### config.mk
export PLATFORM = sky130hd
export DESIGN_NAME = io_bus_arbiter
export DESIGN_NICKNAME = d
export VERILOG_FILES = /design/src/rtl/io_bus_arbiter.sv
export SDC_FILE = /design/constraint.sdc
export NUM_CORES = 1
export LEC_CHECK = 0
export BUFFER_PORTS_ARGS = -buffer_cell sky130_fd_sc_hd__buf_2
export CORE_UTILIZATION = 50
export CTS_BUF_LIST = sky130_fd_sc_hd__clkbuf_4
export CTS_CLUSTER_SIZE = 10
export DETAILED_ROUTE_END_ITERATION = 12
export PLACE_DENSITY = 0.86
export SKIP_LAST_GASP = 1
export SYNTH_ARGS = -nofsm -noshare
export SYNTH_HDL_FRONTEND = slang
export SYNTH_SLANG_ARGS = --single-unit
### constraint.sdc
create_clock -name sys_clk_i -period 3.7 [get_ports sys_clk_i]
set_clock_uncertainty 0.05 [all_clocks]
set_input_delay 0.74 -clock sys_clk_i [delete_from_list [all_inputs] [get_ports sys_clk_i]]
set_output_delay 0.74 -clock sys_clk_i [all_outputs]
set_load 0.03 [all_outputs]
### src/rtl/io_bus_arbiter.sv
// io_bus_arbiter: shares the peripheral I/O bus between the J1 CPU I/O port
// (primary master, combinational pass-through) and a secondary req/ack master
// that is served only in cycles where the CPU leaves the bus idle.
// Optional build macro: IO_ARB_WINDOW_EN restricts secondary-master accesses
// to the address window [WIN_LO, WIN_HI] and reports refused ones on dma_err_o.
module io_bus_arbiter #(
    parameter int unsigned STARVE_W   = 8,
    parameter int unsigned STARVE_MAX = 200,
    parameter logic [15:0] WIN_LO     = 16'h4000,
    parameter logic [15:0] WIN_HI     = 16'h7FFF
) (
    input  logic        sys_clk_i,
    input  logic        sys_rst_i,
    // CPU I/O port
    input  logic        cpu_rd_i,
    input  logic        cpu_wr_i,
    input  logic [15:0] cpu_addr_i,
    input  logic [15:0] cpu_dout_i,
    output logic [15:0] cpu_din_o,
    // Secondary master
    input  logic        dma_req_i,
    input  logic        dma_we_i,
    input  logic [15:0] dma_addr_i,
    input  logic [15:0] dma_dout_i,
    output logic [15:0] dma_din_o,
    output logic        dma_ack_o,
    output logic        dma_err_o,
    output logic        dma_starve_o,
    // Peripheral bus
    output logic        bus_rd_o,
    output logic        bus_wr_o,
    output logic [15:0] bus_addr_o,
    output logic [15:0] bus_dout_o,
    input  logic [15:0] bus_din_i,
    output logic        owner_o
);

    typedef enum logic [1:0] {StIdle, StArm, StAck} state_e;

    localparam logic [STARVE_W-1:0] StarveMax = STARVE_W'(STARVE_MAX);

    state_e              state_q, state_d;
    logic                we_q, we_d;
    logic [15:0]         addr_q, addr_d;
    logic [15:0]         dout_q, dout_d;
    logic [15:0]         din_q, din_d;
    logic [STARVE_W-1:0] cnt_q, cnt_d;
    logic                cpu_act;
    logic                dma_go;   // secondary master owns the bus this cycle
    logic                win_err;  // latched address refused by the window check

    assign cpu_act = cpu_rd_i | cpu_wr_i;

`ifdef IO_ARB_WINDOW_EN
    logic err_q, err_d;

    assign win_err   = (addr_q < WIN_LO) || (addr_q > WIN_HI);
    assign dma_err_o = (state_q == StAck) && err_q;

    // Error flag accompanying the ack of a refused request
    always_ff @(posedge sys_clk_i or negedge sys_rst_i) begin
        if (!sys_rst_i) begin
            err_q <= 1'b0;
        end else begin
            err_q <= err_d;
        end
    end
`else
    logic unused_win;

    assign win_err    = 1'b0;
    assign dma_err_o  = 1'b0;
    assign unused_win = ^{WIN_LO, WIN_HI};
`endif

    // State, latched request and wait counter registers
    always_ff @(posedge sys_clk_i or negedge sys_rst_i) begin
        if (!sys_rst_i) begin
            state_q <= StIdle;
            we_q    <= 1'b0;
            addr_q  <= '0;
            dout_q  <= '0;
            din_q   <= '0;
            cnt_q   <= '0;
        end else begin
            state_q <= state_d;
            we_q    <= we_d;
            addr_q  <= addr_d;
            dout_q  <= dout_d;
            din_q   <= din_d;
            cnt_q   <= cnt_d;
        end
    end

    // Next-state logic: accept in IDLE, wait for a free bus slot in ARM, pulse ack in ACK
    always_comb begin
        state_d = state_q;
        we_d    = we_q;
        addr_d  = addr_q;
        dout_d  = dout_q;
        din_d   = din_q;
        cnt_d   = cnt_q;
        dma_go  = 1'b0;
`ifdef IO_ARB_WINDOW_EN
        err_d   = err_q;
`endif
        unique case (state_q)
            StIdle: begin
                if (dma_req_i) begin
                    we_d    = dma_we_i;
                    addr_d  = dma_addr_i;
                    dout_d  = dma_dout_i;
                    state_d = StArm;
                end
            end
            StArm: begin
                if (win_err) begin
                    // Refused without touching the bus, regardless of CPU activity
                    din_d   = '0;
                    cnt_d   = '0;
                    state_d = StAck;
`ifdef IO_ARB_WINDOW_EN
                    err_d   = 1'b1;
`endif
                end else if (!cpu_act) begin
                    dma_go  = 1'b1;
                    if (!we_q) begin
                        din_d = bus_din_i;
                    end
                    cnt_d   = '0;
                    state_d = StAck;
`ifdef IO_ARB_WINDOW_EN
                    err_d   = 1'b0;
`endif
                end else if (cnt_q != StarveMax) begin
                    cnt_d = cnt_q + 1'b1;
                end
            end
            StAck: begin
                state_d = StIdle;
            end
            default: begin
                state_d = StIdle;
            end
        endcase
    end

    // Bus mux: CPU has absolute priority, the secondary master only fills idle slots
    always_comb begin
        bus_rd_o   = 1'b0;
        bus_wr_o   = 1'b0;
        bus_addr_o = '0;
        bus_dout_o = '0;
        owner_o    = 1'b0;
        if (cpu_act) begin
            bus_rd_o   = cpu_rd_i;
            bus_wr_o   = cpu_wr_i;
            bus_addr_o = cpu_addr_i;
            bus_dout_o = cpu_dout_i;
        end else if (dma_go) begin
            bus_rd_o   = ~we_q;
            bus_wr_o   = we_q;
            bus_addr_o = addr_q;
            bus_dout_o = dout_q;
            owner_o    = 1'b1;
        end
    end

    assign cpu_din_o    = bus_din_i;
    assign dma_din_o    = din_q;
    assign dma_ack_o    = (state_q == StAck);
    assign dma_starve_o = (cnt_q == StarveMax);

endmodule

==> results of run 1 <==
-- flip-flops by register name, indices dropped and copies added (netlist names) --
| signal | cells |
|---|---|
| addr_q | 16 |
| dma_din_o | 16 |
| dout_q | 16 |
| cnt_q | 8 |
| state_q | 2 |
| we_q | 1 |
-- power breakdown --
group          leakage (nW)  internal (mW)  switching (mW)
Clock                0.0736          0.208           0.229
Sequential            0.707          0.947           0.196
Combinational          1.09          0.480           0.613
-- cell usage after synthesis, drive strengths merged --
cell type,n
buf,27
and3,2
ha,2
a21o,3
or2b,1
nor2b,2
conb,1
nand4,2
nor4,2
nor3,1
nand2,6
inv,2
and2b,1
nand2b,1
nor2,4
clkbuf,3
mux2,50
o31ai,2
nand3,4
o21ai,6
dfrtp,59
nor3b,1
a31oi,1
o311ai,1
or2,2
a22o,34
-- metrics by stage --
stage	hold WS, ns	instance area [sq um]
6_report	0.445	3660
3_3_place_gp	0.434	3530
2_1_floorplan	0.394	2830
3_5_place_dp	0.440	3530
5_1_grt	0.472	3660
4_1_cts	0.437	3660
-- worst register-to-register path: cells and delay by family (launching register included) --
kind	cells	cell delay, ns
AND/OR/NAND/NOR	1	0.46
multiplexers	1	0.39
buffers and inverters	1	0.41
flip-flops	1	0.44
-- cell families (layout without fill, tap and decap cells) --
kind of cell / count (synthesis) / count (layout) / synth area share [%]
flops: 59 / 59 / 52.2
other cells: 1 / 1 / 0.132
buf+inv: 32 / 177 / 7.38
simple gates: 29 / 29 / 6.10
compound gates: 47 / 47 / 13.4
mux: 50 / 50 / 19.9
fa+ha+maj: 2 / 2 / 0.884
-- layout make-up --
class                           count  area (sq um)
Clock buffer                       10          75.1
Clock inverter                      6          56.3
Sequential cell                    59          1480
Fill cell                         435          1810
Multi-Input combinational cell    129          1150
Inverter                            2          7.51
Tap cell                           72          90.1
Timing Repair Buffer              159           808
-- layer usage --
metal,global-route usage (%),vias up
met2,40.0,95
met5,0,-
met4,11.3,0
met3,4.88,11
met1,25.1,1137
li1,-,1075
-- final timing paths --
path / start / end / slack, ns / cells after the start
max in group asynchronous: sys_rst_i / addr_q[13]$_DFFE_PN0P_ / 2.68 / 2
min in group sys_clk_i: dma_din_o[2]$_DFFE_PN0P_ / dma_din_o[2]$_DFFE_PN0P_ / 0.46 / 1
hold reg to reg: dma_din_o[2]$_DFFE_PN0P_ / dma_din_o[2]$_DFFE_PN0P_ / 0.46 / 1
hold / removal: sys_rst_i / dma_din_o[11]$_DFFE_PN0P_ / 0.45 / 2
setup reg to reg: state_q[1]$_DFFE_PN0P_ / dout_q[8]$_DFFE_PN0P_ / 1.84 / 3
setup / recovery: state_q[1]$_DFFE_PN0P_ / bus_dout_o[0] / 0.82 / 5
==> run summary, run 1 <==
# setup viols final -> 0
Slew Limit Fails -> 0
crit path max fanout -> 33
CTS tree -> yes
grt total ovfl -> 0
CP max stage delay -> 0.44 ns
post-DP HPWL -> 4470 um
commonest cells after routing, fill and taps aside -> buf_2, dfrtp_1, mux2_2, a22o_1, clkbuf_4
Max clock buf depth -> 2
Setup crit start kind -> register
Max-Cap Viols -> 0
fin util -> 67.0%
Die X-Extent -> 77.2 um
met3 wire len -> 345 um
Die Ht -> 77.2 um
Synthesis Warnings -> 0
Reg clk slew, reported paths -> 0.10 ns
Slew @ Worst Pin -> 0.732 ns
Rows -> 27
number of global-route vias before repair -> 2251
drt drc -> 0
port buffer count -> 154
Worst Setup Slack, final -> 0.816 ns
overall routing resource usage -> 22.5%
Synth top area share -> 52.2%
Hold Fails Final Rpt -> 0
TritonRoute pass-1 iters -> 4
maximum number of pins on one net before global-route repair -> 60
syn nets -> 308
Worst VDD drop -> 0.469 mV
largest cells by area after synthesis -> dfrtp_1, mux2_2, a22o_1, buf_4, buf_2
CTS H-Tree Depth -> 3
max_slew headroom -> 51.2%
I/O pin count -> 156
Setup WS pre-CTS -> 0.909 ns
cell leakage power -> 1.87 nW
GPL Wtd Cong -> 0.765
final WL -> 6350 um
period utilization -> 77.9%
critical path arrival -> 2.09 ns
share of cells above drive strength 1 -> 62.5%
Cells after DPL -> 421
mean post-synth cell area -> 12.9 sq um
initial antenna violation count -> 0
Pwr Density -> 729 nW/um^2
CP cell instances -> or2b_1 -> nor2_2 -> buf_4 -> a22o_1 -> buf_2
CP required -> 2.91 ns
first-pass GRT wire length -> 10200 um
Post-Layout Cell Count -> 437
Synth cell types -> 30
family with the most delay on the worst path -> buffers and inverters
via count -> 2318
Post-CTS Setup Bufs -> 0
core footprint -> 5470 sq um
Layout area overhead -> 29.5%
highest clock rate -> 347 MHz
Slowest cell on crit path -> dfrtp_1
root buffer cell -> clkbuf_4
Period minus WS final -> 2.88 ns
routed len/inst -> 14.5 um
WL met1 -> 2490 um
Routed Antenna Nets -> 0
Clock Sinks -> 59
initial core utilization -> 51.7%
commonest non-fill, non-tap cell in the layout -> buf_2
sequential area share after synthesis -> 52.2%
crit path kind -> reg2out
CTS hold repair buffers -> 0
Post-Syn Area -> 2830 sq um
unrepaired setup endpoints after global routing -> no
WL met2 -> 3390 um
total power -> 2.67 mW
Post-Syn Instances -> 220
critical path capture point type -> output pin
n_diodes -> 0
setup TNS -> 0 ns
clk_lat worst skew -> 0.38 ns
status -> finished clean
Via density -> 5.30
path category of the worst min-delay check -> in2async
CP Buf/Inv Count -> 2
leading area contributor after synthesis -> dfrtp_1
Layout Nets -> 448
Synth Register Bits -> 59
Resized Gates After CTS -> 0
Die ar. -> 5970 sq um
highest routed layer -> met4
DR iter-0 viols -> 102
Num CTS Buffers -> 9
Note: power is estimated with default switching activity, not from simulation.
==> run 2, diff against run 1 <==
CORE_UTILIZATION = 46   (was 50)
PLACE_DENSITY = 0.79   (was 0.86)
clock period = 2.8 ns   (was 3.7 ns; I/O delays follow)
==> run summary, run 2 (synthesized netlist as in run 1, its figures left out) <==
status -> finished clean (unchanged)
grt total ovfl -> 0 (unchanged)
Die ar. -> 6470 sq um (was 5970 sq um)
Clock Sinks -> 59 (unchanged)
Period minus WS final -> 2.56 ns
drt drc -> 0 (unchanged)
Pwr Density -> 932 nW/um^2 (was 729 nW/um^2)
Layout area overhead -> 29.7% (was 29.5%)
Routed Antenna Nets -> 0 (unchanged)
n_diodes -> 0 (unchanged)
crit path max fanout -> 33 (unchanged)
post-DP HPWL -> 4530 um (was 4470 um)
placed cell area -> 3570 sq um (was 3530 sq um)
Max-Cap Viols -> 0 (unchanged)
overall routing resource usage -> 20.6% (was 22.5%)
Post-CTS Setup Bufs -> 0 (unchanged)
Post-Layout Cell Count -> 439 (was 437)
Num CTS Buffers -> 9 (unchanged)
commonest non-fill, non-tap cell in the layout -> buf_2 (unchanged)
CTS H-Tree Depth -> 3 (unchanged)
core footprint -> 5920 sq um (was 5470 sq um)
Max clock buf depth -> 2 (unchanged)
Reg clk slew, reported paths -> 0.10 ns (about the same)
maximum number of pins on one net before global-route repair -> 40 (was 60)
final WL -> 6170 um (was 6350 um)
# setup viols final -> 0 (unchanged)
Die X-Extent -> 80.4 um (was 77.2 um)
CP Buf/Inv Count -> 2 (unchanged)
CTS hold repair buffers -> 0 (unchanged)
R2R depth -> 6 (was 3)
Slowest cell on crit path -> dfrtp_1 (unchanged)
CP cell instances -> or2b_1 -> nor2_2 -> buf_12 -> a22o_1 -> buf_2 (was or2b_1 -> nor2_2 -> buf_4 -> a22o_1 -> buf_2)
family with the most delay on the worst path -> simple AND/OR/NAND/NOR gates (was buffers and inverters)
I/O pin count -> 156 (unchanged)
Slew @ Worst Pin -> 0.619 ns (was 0.732 ns)
initial antenna violation count -> 0 (unchanged)
commonest cells after routing, fill and taps aside -> buf_2, dfrtp_1, mux2_2, a22o_1, clkbuf_4 (unchanged)
post-route cell area -> 3670 sq um (was 3660 sq um)
GPL Wtd Cong -> 0.797 (was 0.765)
CTS tree -> yes (unchanged)
unrepaired setup endpoints after global routing -> no (unchanged)
number of global-route vias before repair -> 2277 (was 2251)
period utilization -> 91.5%
Critical Path Stages -> 5 (unchanged)
clk_lat worst skew -> 0.37 ns (was 0.38 ns)
max_slew headroom -> 58.7% (was 51.2%)
Slew Limit Fails -> 0 (unchanged)
Resized Gates After CTS -> 0 (unchanged)
via count -> 2267 (was 2318)
Fill cells -> 498 (was 435)
Die Ht -> 80.4 um (was 77.2 um)
Worst VDD drop -> 0.601 mV (was 0.469 mV)
Cells after DPL -> 424 (was 421)
CP required -> 2.19 ns (was 2.91 ns)
port buffer count -> 154 (unchanged)
cell leakage power -> 1.86 nW (was 1.87 nW)
CP max stage delay -> 0.44 ns (about the same)
Via density -> 5.16 (was 5.30)
highest clock rate -> 390 MHz
Hold Fails Final Rpt -> 0 (unchanged)
Setup crit start kind -> register (unchanged)
initial core utilization -> 47.8% (was 51.7%)
critical path capture point type -> output pin (unchanged)
root buffer cell -> clkbuf_4 (unchanged)
first-pass GRT wire length -> 10100 um (was 10200 um)
setup TNS -> 0 ns (unchanged)
TritonRoute pass-1 iters -> 4 (unchanged)
worst hold margin -> 0.138 ns (was 0.445 ns)
Layout Nets -> 448 (unchanged)
Rows -> 28 (was 27)
share of cells above drive strength 1 -> 61.8% (was 62.5%)
critical path arrival -> 1.95 ns (was 2.09 ns)
path category of the worst min-delay check -> in2async (unchanged)
crit path kind -> reg2out (unchanged)
routed len/inst -> 14.1 um (was 14.5 um)
DR iter-0 viols -> 123 (was 102)
-- run 2: cell types whose count changed in the layout (fill, tap and decap cells not counted), sizes merged --
cell and change:
bufinv -1, clkinv +1, clkinvlp -1
-- run 2: layout make-up --
cell class / count / area (sq um) / share of cell area [%]
inverter: 2 / 7.51 / 0.204
clock inverter: 5 / 21.3 / 0.579
sequential: 59 / 1480 / 40.2
timing repair buffer: 159 / 846 / 23.0
tap: 75 / 93.8 / 2.56
clock buffer: 10 / 75.1 / 2.04
multi-input combinational: 129 / 1150 / 31.4
-- run 2: report_power, final --
| part | total, mW | internal (mW) | switching [mW] |
|---|---|---|---|
| logic | 1.47 | 0.655 | 0.812 |
| clock network | 0.462 | 0.177 | 0.285 |
| registers | 1.49 | 1.25 | 0.241 |
-- run 2: through the flow --
step / utilization [%] / setup WS (ns) / power (mW)
floorplan: - / 0.418 / 2.57
global placement: 60.4 / 0.490 / 2.94
detailed placement: 60.4 / 0.471 / 2.99
CTS: 62.0 / 0.197 / 3.47
global route: 62.0 / 0.103 / 3.66
finish: 62.0 / 0.239 / 3.42
-- run 2: path summary, 6_finish.rpt --
path	start	end	slack, ns
setup / recovery	state_q[1]$_DFFE_PN0P_	bus_dout_o[14]	0.24
hold / removal	sys_rst_i	dma_din_o[10]$_DFFE_PN0P_	0.14
setup reg to reg	cnt_q[1]$_DFFE_PN0P_	cnt_q[0]$_DFFE_PN0P_	1.00
hold reg to reg	dma_din_o[1]$_DFFE_PN0P_	dma_din_o[1]$_DFFE_PN0P_	0.46
max in group asynchronous	sys_rst_i	dout_q[1]$_DFFE_PN0P_	1.97
min in group sys_clk_i	dma_dout_i[4]	dout_q[4]$_DFFE_PN0P_	0.36
-- run 2: metal layers --
layer  routed length, um  share of wire (%)  vias up  global-route usage (%)
met5                   0                  0        -                       0
met4                  42               0.68        0                    10.2
met3                 414                6.7        2                    4.32
met2                3210                 52       90                    35.8
met1                2500                 41     1097                    23.8
li1                    -                  -     1078                       -
-- run 2: worst reg2reg max path: stages, from the launching register on --
cell	delay, ns
dfrtp_1	0.43
inv_1	0.08
ha_1	0.14
nand4_1	0.08
nor4_1	0.44
nor2_1	0.18
mux2_2	0.29
==> run 3, diff against run 2 <==
ABC_AREA = 1   (was default)
CORE_UTILIZATION = 47   (was 46)
PLACE_DENSITY = 0.8   (was 0.79)
==> run summary, run 3 <==
Worst VDD drop -> 0.541 mV (was 0.601 mV)
routed len/inst -> 13.4 um (was 14.1 um)
Slew @ Worst Pin -> 0.593 ns (was 0.619 ns)
Synth top cells by count -> nand2_1, dfrtp_1, a22o_1 (was dfrtp_1, mux2_2, a22o_1)
Post-synth ARST share -> 100% (unchanged)
overall routing resource usage -> 20.8% (was 20.6%)
fin util -> 61.8% (was 62.0%)
CP cell instances -> nor2_4 -> nand2_4 -> inv_6 -> nand2_4 -> nand2_1 -> buf_2 (was or2b_1 -> nor2_2 -> buf_12 -> a22o_1 -> buf_2)
Slowest cell on crit path -> dfrtp_1 (unchanged)
grt met3 use -> 5.44% (was 4.32%)
syn nets -> 374 (was 308)
setup slack, reg-to-reg -> 1.26 ns (was 1.00 ns)
Reg clk slew, reported paths -> 0.10 ns (about the same)
core footprint -> 6060 sq um (was 5920 sq um)
unrepaired setup endpoints after global routing -> no (unchanged)
Post-Syn Area -> 3010 sq um (was 2830 sq um)
Synth cell types -> 29 (was 30)
largest cells by area after synthesis -> dfrtp_1, mux2_2, a22o_1, nand2_1, buf_4 (was dfrtp_1, mux2_2, a22o_1, buf_4, buf_2)
cell leakage power -> 2.04 nW (was 1.86 nW)
Layout Nets -> 513 (was 448)
Post-Layout Cell Count -> 503 (was 439)
Period minus WS final -> 2.45 ns (was 2.56 ns)
drt drc -> 0 (unchanged)
setup TNS -> 0 ns (unchanged)
multi-input logic area -> 1220 sq um (was 1150 sq um)
GPL Wtd Cong -> 0.863 (was 0.797)
met2 Resource Use GR -> 36.1% (was 35.8%)
EDFF count, synth -> 0 (unchanged)
CTS H-Tree Depth -> 3 (unchanged)
Num CTS Buffers -> 9 (unchanged)
commonest cells after routing, fill and taps aside -> buf_2, nand2_1, dfrtp_1, a22o_1, mux2_2 (was buf_2, dfrtp_1, mux2_2, a22o_1, clkbuf_4)
DR iter-0 viols -> 96 (was 123)
mean post-synth cell area -> 10.5 sq um (was 12.9 sq um)
CP required -> 2.19 ns (about the same)
Die X-Extent -> 82.0 um (was 80.4 um)
crit path kind -> reg2out (unchanged)
Synth Register Bits -> 59 (unchanged)
final WL -> 6720 um (was 6170 um)
I/O pin count -> 156 (unchanged)
grt peak-use layer -> met2 (unchanged)
sequential area share after synthesis -> 49.1% (was 52.2%)
Max clock buf depth -> 2 (unchanged)
CTS tree -> yes (unchanged)
root buffer cell -> clkbuf_4 (unchanged)
first-pass GRT wire length -> 10400 um (was 10100 um)
placed cell area -> 3650 sq um (was 3570 sq um)
Setup WS pre-CTS -> 0.488 ns (was 0.471 ns)
crit path max fanout -> 41 (was 33)
R2R depth -> 3 (was 6)
Resized Gates After CTS -> 0 (unchanged)
Slew Limit Fails -> 0 (unchanged)
Hold Fails Final Rpt -> 0 (unchanged)
clk_lat worst skew -> 0.38 ns (was 0.37 ns)
Rows -> 28 (unchanged)
leading area contributor after synthesis -> dfrtp_1 (unchanged)
number of global-route vias before repair -> 2298 (was 2277)
critical path arrival -> 1.84 ns (was 1.95 ns)
post-DP HPWL -> 4970 um (was 4530 um)
Storage cell area -> 1480 sq um (unchanged)
Die Ht -> 82.0 um (was 80.4 um)
Layout area overhead -> 24.5% (was 29.7%)
critical path capture point type -> output pin (unchanged)
Post-Syn Instances -> 286 (was 220)
maximum number of pins on one net before global-route repair -> 42 (was 40)
CP max stage delay -> 0.44 ns (about the same)
count leader, synth -> nand2_1 (was dfrtp_1)
Cells after DPL -> 488 (was 424)
via count -> 2529 (was 2267)
Clock Sinks -> 59 (unchanged)
commonest non-fill, non-tap cell in the layout -> buf_2 (unchanged)
Synth top area share -> 49.1% (was 52.2%)
Hold Path Stages -> 2
max_slew headroom -> 60.4% (was 58.7%)
period utilization -> 87.4% (was 91.5%)
Fill cells -> 546 (was 498)
Worst Setup Slack, final -> 0.354 ns (was 0.239 ns)
Most used DFF post-synth -> dfrtp_1 (unchanged)
port buffer count -> 154 (unchanged)
most used cell, CP -> nand2_4
Die ar. -> 6730 sq um (was 6470 sq um)
Routed Antenna Nets -> 0 (unchanged)
grt total ovfl -> 0 (unchanged)
share of cells above drive strength 1 -> 50.2% (was 61.8%)
Post-CTS Setup Bufs -> 0 (unchanged)
post-route cell area -> 3750 sq um (was 3670 sq um)
status -> finished clean (unchanged)
initial core utilization -> 49.6% (was 47.8%)
TritonRoute pass-1 iters -> 4 (unchanged)
Setup crit start kind -> register (unchanged)
initial antenna violation count -> 0 (unchanged)
path category of the worst min-delay check -> in2reg (was in2async)
Via density -> 5.03 (was 5.16)
grt met1 use -> 24.0% (was 23.8%)
Max-Cap Viols -> 0 (unchanged)
highest clock rate -> 409 MHz (was 390 MHz)
# setup viols final -> 0 (unchanged)
n_diodes -> 0 (unchanged)
Pwr Density -> 911 nW/um^2 (was 932 nW/um^2)
Synthesis Warnings -> 0 (unchanged)
-- run 3: changes by cell type after synthesis, moves of 4 or more --
cell	change
inv_1	+8
nand3_2	+4
inv_2	+5
nand3_1	+14
mux2_2	-20
nand2_1	+56
nor2_1	+7
-- run 3: repair_timing --
item / CTS / global route
hold endpoints to repair: 5 / 0
hold buffers: 1 / 0
endpoints found under the setup margin: 0 / 0
-- run 3: critical path: cells and delay by family (launching register included) --
family | cells | cell delay, ns
buffers and inverters | 2 | 0.45
flip-flops | 1 | 0.44
AND/OR/NAND/NOR | 4 | 0.57
-- run 3: worst paths after layout --
check / startpoint / end
max in group asynchronous: sys_rst_i / dout_q[14]$_DFFE_PN0P_
min in group asynchronous: sys_rst_i / cnt_q[0]$_DFFE_PN0P_
setup reg to reg: state_q[1]$_DFFE_PN0P_ / addr_q[10]$_DFFE_PN0P_
hold / removal: dma_addr_i[10] / addr_q[10]$_DFFE_PN0P_
hold reg to reg: dma_din_o[4]$_DFFE_PN0P_ / dma_din_o[4]$_DFFE_PN0P_
setup / recovery: state_q[1]$_DFFE_PN0P_ / bus_rd_o
-- run 3: cells by family (layout without fill, tap and decap cells) --
logic type | count (synthesis) | in the layout | synth area share, %
simple gates | 102 | 102 | 16.0
flops | 59 | 59 | 49.1
buf+inv | 46 | 188 | 10.4
compound gates | 43 | 43 | 11.3
mux | 32 | 32 | 12.0
fa+ha+maj | 2 | 2 | 0.831
other cells | 1 | 1 | 0.125
xor+xnor | 1 | 1 | 0.291
-- run 3: per-stage QoR --
step           total power, mW  hold WS [ns]
2_1_floorplan             2.61         0.214
3_3_place_gp              2.94         0.342
3_5_place_dp              3.00         0.345
4_1_cts                   3.46         0.328
5_1_grt                   3.66         0.319
6_report                  3.41         0.352
-- run 3: cell type report --
type / count / area share, %
Multi-Input combinational cell: 181 / 32.5
Clock buffer: 9 / 1.80
Tap cell: 75 / 2.50
Timing Repair Buffer: 158 / 21.4
Clock inverter: 5 / 0.601
Inverter: 16 / 1.74
Sequential cell: 59 / 39.4
-- run 3: where the power goes --
part           total (mW)  internal (mW)  leakage (nW)  switching [mW]
combinational        1.49          0.563          1.27           0.926
clock               0.448          0.163        0.0563           0.285
sequential           1.48           1.25         0.719           0.231
total                3.41           1.97          2.04            1.44
-- run 3: layer usage --
layer | part of all wire, % | vias to the layer above
li1 | - | 1241
met1 | 41 | 1185
met2 | 52 | 94
met3 | 6.1 | 9
met4 | 1.3 | 0
met5 | 0 | -
